--- src/rtl/uart_alu_ctrl.sv ---
// uart_alu_ctrl: frame sequencer between the UART receiver, a combinational
// ALU and the UART transmitter. It collects operand A, operand B and the opcode,
// then captures the ALU result and sends it with a start/done handshake.
// Optional inter-byte timeout is enabled by defining UART_ALU_CTRL_TIMEOUT_EN.
module uart_alu_ctrl #(
  parameter int unsigned NB_DATA        = 8,
  parameter int unsigned NB_OP          = 6,
  parameter int unsigned TIMEOUT_CYCLES = 50000
) (
  input  logic               i_clk,
  input  logic               i_reset,
  input  logic               i_rx_done,
  input  logic [NB_DATA-1:0] i_rx_data,
  input  logic [NB_DATA-1:0] i_alu_result,
  input  logic               i_tx_done,
  output logic [NB_DATA-1:0] o_alu_a,
  output logic [NB_DATA-1:0] o_alu_b,
  output logic [NB_OP-1:0]   o_alu_op,
  output logic               o_tx_start,
  output logic [NB_DATA-1:0] o_tx_data,
  output logic               o_busy,
  output logic               o_overrun,
  output logic               o_timeout
);

  typedef enum logic [2:0] {
    GET_A,
    GET_B,
    GET_OP,
    EXEC,
    SEND,
    WAIT_TX
  } state_t;

  state_t             state;
  state_t             state_nxt;
  logic [NB_DATA-1:0] alu_a_nxt;
  logic [NB_DATA-1:0] alu_b_nxt;
  logic [NB_OP-1:0]   alu_op_nxt;
  logic [NB_DATA-1:0] tx_data_nxt;
  logic               tx_start_nxt;
  logic               busy_nxt;
  logic               overrun_nxt;
  logic               timeout_nxt;
  logic               timer_expired;

`ifdef UART_ALU_CTRL_TIMEOUT_EN
  localparam int unsigned TW = (TIMEOUT_CYCLES > 1) ? $clog2(TIMEOUT_CYCLES) : 1;
  localparam logic [TW-1:0] T_LAST = TW'(TIMEOUT_CYCLES - 1);

  logic [TW-1:0] timer;
  logic          in_frame;

  assign in_frame = (state == GET_B) || (state == GET_OP);
  // A received byte always wins over an expiry in the same cycle.
  assign timer_expired = in_frame && !i_rx_done && (timer == T_LAST);

  // Inter-byte idle counter: cleared by every byte and outside the frame body, saturating.
  always_ff @(posedge i_clk) begin
    if (i_reset) begin
      timer <= '0;
    end else if (i_rx_done || !in_frame || (state_nxt == GET_A)) begin
      timer <= '0;
    end else if (timer != T_LAST) begin
      timer <= timer + TW'(1);
    end
  end
`else
  logic unused_timeout_cfg;

  assign unused_timeout_cfg = (TIMEOUT_CYCLES == 0);
  assign timer_expired      = 1'b0;
`endif

  // Next-state and next-output decode; every output is registered below.
  always_comb begin
    state_nxt    = state;
    alu_a_nxt    = o_alu_a;
    alu_b_nxt    = o_alu_b;
    alu_op_nxt   = o_alu_op;
    tx_data_nxt  = o_tx_data;
    tx_start_nxt = 1'b0;
    overrun_nxt  = 1'b0;
    timeout_nxt  = 1'b0;
    case (state)
      GET_A: begin
        if (i_rx_done) begin
          alu_a_nxt = i_rx_data;
          state_nxt = GET_B;
        end
      end
      GET_B: begin
        if (i_rx_done) begin
          alu_b_nxt = i_rx_data;
          state_nxt = GET_OP;
        end else if (timer_expired) begin
          timeout_nxt = 1'b1;
          state_nxt   = GET_A;
        end
      end
      GET_OP: begin
        if (i_rx_done) begin
          alu_op_nxt = i_rx_data[NB_OP-1:0];
          state_nxt  = EXEC;
        end else if (timer_expired) begin
          timeout_nxt = 1'b1;
          state_nxt   = GET_A;
        end
      end
      EXEC: begin
        overrun_nxt  = i_rx_done;
        tx_data_nxt  = i_alu_result;
        tx_start_nxt = 1'b1;
        state_nxt    = SEND;
      end
      SEND: begin
        overrun_nxt = i_rx_done;
        state_nxt   = WAIT_TX;
      end
      WAIT_TX: begin
        overrun_nxt = i_rx_done;
        if (i_tx_done) begin
          state_nxt = GET_A;
        end
      end
      default: begin
        state_nxt = GET_A;
      end
    endcase
    busy_nxt = (state_nxt == EXEC) || (state_nxt == SEND) || (state_nxt == WAIT_TX);
  end

  // State and output registers; reset overrides every event.
  always_ff @(posedge i_clk) begin
    if (i_reset) begin
      state      <= GET_A;
      o_alu_a    <= '0;
      o_alu_b    <= '0;
      o_alu_op   <= '0;
      o_tx_data  <= '0;
      o_tx_start <= 1'b0;
      o_busy     <= 1'b0;
      o_overrun  <= 1'b0;
      o_timeout  <= 1'b0;
    end else begin
      state      <= state_nxt;
      o_alu_a    <= alu_a_nxt;
      o_alu_b    <= alu_b_nxt;
      o_alu_op   <= alu_op_nxt;
      o_tx_data  <= tx_data_nxt;
      o_tx_start <= tx_start_nxt;
      o_busy     <= busy_nxt;
      o_overrun  <= overrun_nxt;
      o_timeout  <= timeout_nxt;
    end
  end

endmodule

--- config.mk ---
export PLATFORM = sky130hd
export DESIGN_NAME = uart_alu_ctrl
export DESIGN_NICKNAME = d
export VERILOG_FILES = /design/src/rtl/uart_alu_ctrl.sv
export SDC_FILE = /design/constraint.sdc
export NUM_CORES = 1
export LEC_CHECK = 0
export ABC_AREA = 0
export BUFFER_PORTS_ARGS = -buffer_cell sky130_fd_sc_hd__buf_2
export CAP_MARGIN = 20
export CORE_MARGIN = 8
export CORE_UTILIZATION = 40
export DETAILED_ROUTE_END_ITERATION = 7
export GPL_ROUTABILITY_DRIVEN = 0
export PLACE_DENSITY = 0.68
export SKIP_LAST_GASP = 1
export SLEW_MARGIN = 20
export SYNTH_ARGS = -nofsm -noshare
export SYNTH_HDL_FRONTEND = slang
export SYNTH_SLANG_ARGS = --single-unit
--- constraint.sdc ---
create_clock -name i_clk -period 3.45 [get_ports i_clk]
set_input_delay 1.035 -clock i_clk [delete_from_list [all_inputs] [get_ports i_clk]]
set_output_delay 1.035 -clock i_clk [all_outputs]
set_load 0.05 [all_outputs]
==> impl_metrics.xml <==
<?xml version="1.0" encoding="UTF-8"?>
<metrics>
  <group name="run_status">
    <metric name="result_of_the_run" unit="">finished clean</metric>
  </group>
  <group name="critical_path">
    <metric name="worst_path_max_delay_cell" unit="">sky130_fd_sc_hd__dfxtp_1</metric>
    <metric name="worst_r2r_endpoint" unit="">o_tx_data[4]</metric>
    <metric name="endpoint_class_of_the_critical_path" unit="">output port</metric>
    <metric name="crit_chain" unit="">buf_2</metric>
    <metric name="crit_arrival" unit="ps">960</metric>
    <metric name="startpoint_type" unit="">flip-flop</metric>
    <metric name="setup.worst_path.class" unit="">flip-flop to output port</metric>
    <metric name="reg2reg_slack" unit="ps">1860</metric>
    <metric name="path_delay_family" unit="">flip-flops</metric>
    <metric name="critPathRequiredTime" unit="ps">2410</metric>
    <metric name="worst_path_largest_cell_delay" unit="ps">360</metric>
    <metric name="worstPathBufferInverterCount" unit="">1</metric>
    <metric name="worst_setup_path_startpoint" unit="">o_alu_b[3]</metric>
    <metric name="cp_max_fo" unit="">2</metric>
    <metric name="reg2reg_from" unit="">state[0]</metric>
    <metric name="worst-r2r-cell-count" unit="">3</metric>
  </group>
  <group name="synthesis">
    <metric name="ys_dominant_reg_cell" unit="">sky130_fd_sc_hd__dfxtp_1</metric>
    <metric name="synth.ff_latch_count" unit="">36</metric>
    <metric name="synth_common_cells" unit="">sky130_fd_sc_hd__dfxtp_1, sky130_fd_sc_hd__nor2_1, sky130_fd_sc_hd__mux2i_1, sky130_fd_sc_hd__nand2_1, sky130_fd_sc_hd__a21oi_1</metric>
    <metric name="synthCells" unit="">140</metric>
    <metric name="synth_top_area_cell" unit="">sky130_fd_sc_hd__dfxtp_1</metric>
    <metric name="synth_nets" unit="">160</metric>
    <metric name="synthesis.yosys.warnings" unit="">0</metric>
    <metric name="synth_area_per_cell" unit="um^2">9.876</metric>
    <metric name="netlist_area" unit="um^2">1383</metric>
    <metric name="cell_with_the_most_instances_after_synthesis" unit="">sky130_fd_sc_hd__dfxtp_1</metric>
    <metric name="seq_area_frac_synth" unit="%">52.13</metric>
    <metric name="synth_enable_flop_cells" unit="">0</metric>
    <metric name="synth-async-reset-ratio" unit="%">0</metric>
    <metric name="synth_largest_type_area_fraction" unit="%">52.13</metric>
    <metric name="count_of_unique_library_cells_instantiated_by_yosys" unit="">24</metric>
    <metric name="synthTopCellsByArea" unit="">sky130_fd_sc_hd__dfxtp_1, sky130_fd_sc_hd__mux2i_1, sky130_fd_sc_hd__nor2_1</metric>
  </group>
  <group name="clock_tree">
    <metric name="tritoncts" unit="">done</metric>
    <metric name="ctsHoldBuffers" unit="">0</metric>
    <metric name="clock_insertion_delay_worst_skew" unit="ps">330</metric>
    <metric name="htree_levels" unit="">2</metric>
    <metric name="cts.repair_timing.setup_buffer_count" unit="">0</metric>
    <metric name="clk_root_buffer_cell" unit="">sky130_fd_sc_hd__clkbuf_4</metric>
    <metric name="clkSlewWorstSetupHoldPaths" unit="ps">100</metric>
    <metric name="post_cts.resized_instances" unit="">0</metric>
    <metric name="clkSinkCount" unit="">36</metric>
    <metric name="cts-root-to-sink-buffers" unit="">2</metric>
    <metric name="cts-buffers-inserted" unit="">5</metric>
  </group>
  <group name="layout">
    <metric name="drive_above_1_share" unit="%">33.16</metric>
    <metric name="area_growth" unit="%">22.08</metric>
    <metric name="layout.nets" unit="">207</metric>
    <metric name="n_antenna_cell" unit="">0</metric>
  </group>
  <group name="routing">
    <metric name="routed_wl" unit="um">3255</metric>
    <metric name="avgRoutedWirePerCell" unit="um">13.97</metric>
    <metric name="vias" unit="">1125</metric>
    <metric name="first_pass_iters" unit="">4</metric>
    <metric name="routed_via_density" unit="">4.828</metric>
    <metric name="routed_antenna_nets" unit="">0</metric>
    <metric name="drt-initial-drc-count" unit="">85</metric>
    <metric name="drc" unit="">0</metric>
  </group>
  <group name="sta">
    <metric name="min_period_over_period" unit="%">57.84</metric>
    <metric name="max_freq" unit="GHz">0.5012</metric>
    <metric name="fin_skew" unit="ps">2.713</metric>
    <metric name="report.final.slew_viol_count" unit="">0</metric>
    <metric name="post-route-min-period" unit="ps">1995</metric>
    <metric name="maxSlewHeadroom" unit="%">59.37</metric>
    <metric name="setup_repair_after_global_routing_missed_its_margin" unit="">no</metric>
    <metric name="totalNegativeSetupSlack" unit="ps">0</metric>
    <metric name="finalSetupViolCount" unit="">0</metric>
    <metric name="worst-slew-pin-transition" unit="ps">607.6</metric>
    <metric name="finalHoldViolCount" unit="">0</metric>
  </group>
  <group name="power">
    <metric name="total_leakage_power" unit="nW">0.8316</metric>
    <metric name="ir_worst_vdd" unit="uV">321.2</metric>
    <metric name="total_power" unit="mW">0.8259</metric>
    <metric name="p_per_area" unit="nW/um^2">489.3</metric>
  </group>
  <group name="global_route">
    <metric name="top_usage_layer" unit="">met2</metric>
    <metric name="grt_util_met2" unit="%">21.39</metric>
    <metric name="remaining_overflow_grt" unit="">0</metric>
    <metric name="initial_antenna_violation_count" unit="">0</metric>
    <metric name="groute.layer.met3.usage" unit="%">4.660</metric>
    <metric name="use_met1" unit="%">11.66</metric>
    <metric name="maximum_number_of_pins_on_one_net_before_global_route_repair" unit="">36</metric>
    <metric name="grt_pass1_wl" unit="um">5112</metric>
    <metric name="first_global_vias" unit="">1150</metric>
    <metric name="grt.total_usage" unit="%">11.98</metric>
  </group>
  <group name="worst_hold_path">
    <metric name="hold_path.class" unit="">flip-flop to flip-flop</metric>
    <metric name="hold-path-cell-count" unit="">2</metric>
    <metric name="timing.hold.worst.start" unit="">o_alu_a[6]</metric>
    <metric name="hold-path-endpoint" unit="">o_alu_a[6]</metric>
  </group>
  <group name="die">
    <metric name="die-width" unit="um">74.79</metric>
    <metric name="row_count" unit="">21</metric>
    <metric name="chipHeight" unit="um">74.79</metric>
    <metric name="die_area" unit="um^2">5594</metric>
    <metric name="core_area" unit="um^2">3337</metric>
    <metric name="io_pins" unit="">54</metric>
    <metric name="initial_utilization" unit="%">41.43</metric>
  </group>
  <group name="placed_design">
    <metric name="port_buffers" unit="">52</metric>
    <metric name="dp.final_hpwl" unit="um">2422</metric>
  </group>
  <group name="run">
    <metric name="maxCapViolations" unit="">0</metric>
  </group>
</metrics>
-- area by class of cell --
class | count | area (um^2)
Multi-Input combinational cell | 90 | 576.8
Clock buffer | 7 | 65.06
Inverter | 2 | 7.507
Fill cell | 328 | 1649
Timing Repair Buffer | 52 | 260.3
Sequential cell | 36 | 720.7
Tap cell | 46 | 57.56
-- metrics by stage --
stage / utilization, % / worst slack, ps / hold slack (ps) / std cells / cell area, um^2
after global placement: 48.63 / 1344 / 442.2 / 226 / 1623
after global routing: 50.58 / 1396 / 481.3 / 233 / 1688
final: 50.58 / 1455 / 458.5 / 233 / 1688
after floorplan: - / 1595 / 572.3 / 140 / 1383
after CTS: 50.58 / 1443 / 461.1 / 233 / 1688
after detailed placement: 48.63 / 1280 / 446.5 / 226 / 1623
-- flip-flops by register name, indices dropped and copies added (netlist names) --
signal,flops
o_alu_a,8
o_alu_b,8
o_tx_data,8
o_alu_op,6
state,3
o_busy,1
o_overrun,1
o_tx_start,1
-- metal layers --
layer / part of all wire (%) / wire [um]
met1: 41 / 1325
met2: 51 / 1674
met3: 5.7 / 187
met4: 2.1 / 68
met5: 0 / 0
-- layout by cell type (no fill, tap or decap) --
cell,netlist,layout
sky130_fd_sc_hd__nand3b_1,2,2
sky130_fd_sc_hd__and4bb_2,1,1
sky130_fd_sc_hd__or2b_1,1,1
sky130_fd_sc_hd__nand2b_1,2,2
sky130_fd_sc_hd__dfxtp_1,36,36
sky130_fd_sc_hd__clkbuf_4,0,5
sky130_fd_sc_hd__o211ai_1,1,1
sky130_fd_sc_hd__nor4b_1,1,1
sky130_fd_sc_hd__nand2_1,17,17
sky130_fd_sc_hd__and4bb_1,1,1
sky130_fd_sc_hd__o31a_1,1,1
sky130_fd_sc_hd__conb_1,1,1
sky130_fd_sc_hd__clkbuf_8,0,2
sky130_fd_sc_hd__buf_2,2,52
sky130_fd_sc_hd__a21o_1,1,1
sky130_fd_sc_hd__mux2i_1,22,22
sky130_fd_sc_hd__and3_1,1,1
sky130_fd_sc_hd__nor2_1,24,24
sky130_fd_sc_hd__inv_1,2,2
sky130_fd_sc_hd__nor4b_4,1,1
sky130_fd_sc_hd__a211oi_1,1,1
sky130_fd_sc_hd__or4b_4,1,1
sky130_fd_sc_hd__a21oi_1,11,11
-- report_power, final --
part	internal, mW	switching, mW	leakage, nW	total, mW
combinational	0.0400	0.0923	0.502	0.132
sequential	0.432	0.0127	0.292	0.444
clock	0.116	0.134	0.0374	0.249
total	0.587	0.239	0.832	0.826
-- worst max path at each step --
stage	cells after the start	end	slack, ps
2_1_floorplan	4	o_alu_a[3]	1600
3_3_place_gp	4	o_alu_b[7]	1340
3_5_place_dp	4	o_alu_b[0]	1280
4_1_cts	1	o_alu_a[5]	1440
5_1_grt	1	o_alu_b[7]	1400
6_report	1	o_alu_b[3]	1450
-- cells by family (layout without fill, tap and decap cells) --
logic type / count (synthesis) / in the layout / synth area share (%)
mux: 22 / 22 / 15.93
compound gates: 15 / 15 / 6.245
other cells: 1 / 1 / 0.2712
flops: 36 / 36 / 52.13
buf+inv: 14 / 61 / 6.154
simple gates: 52 / 52 / 19.28
(Power assumes the default switching activity.)
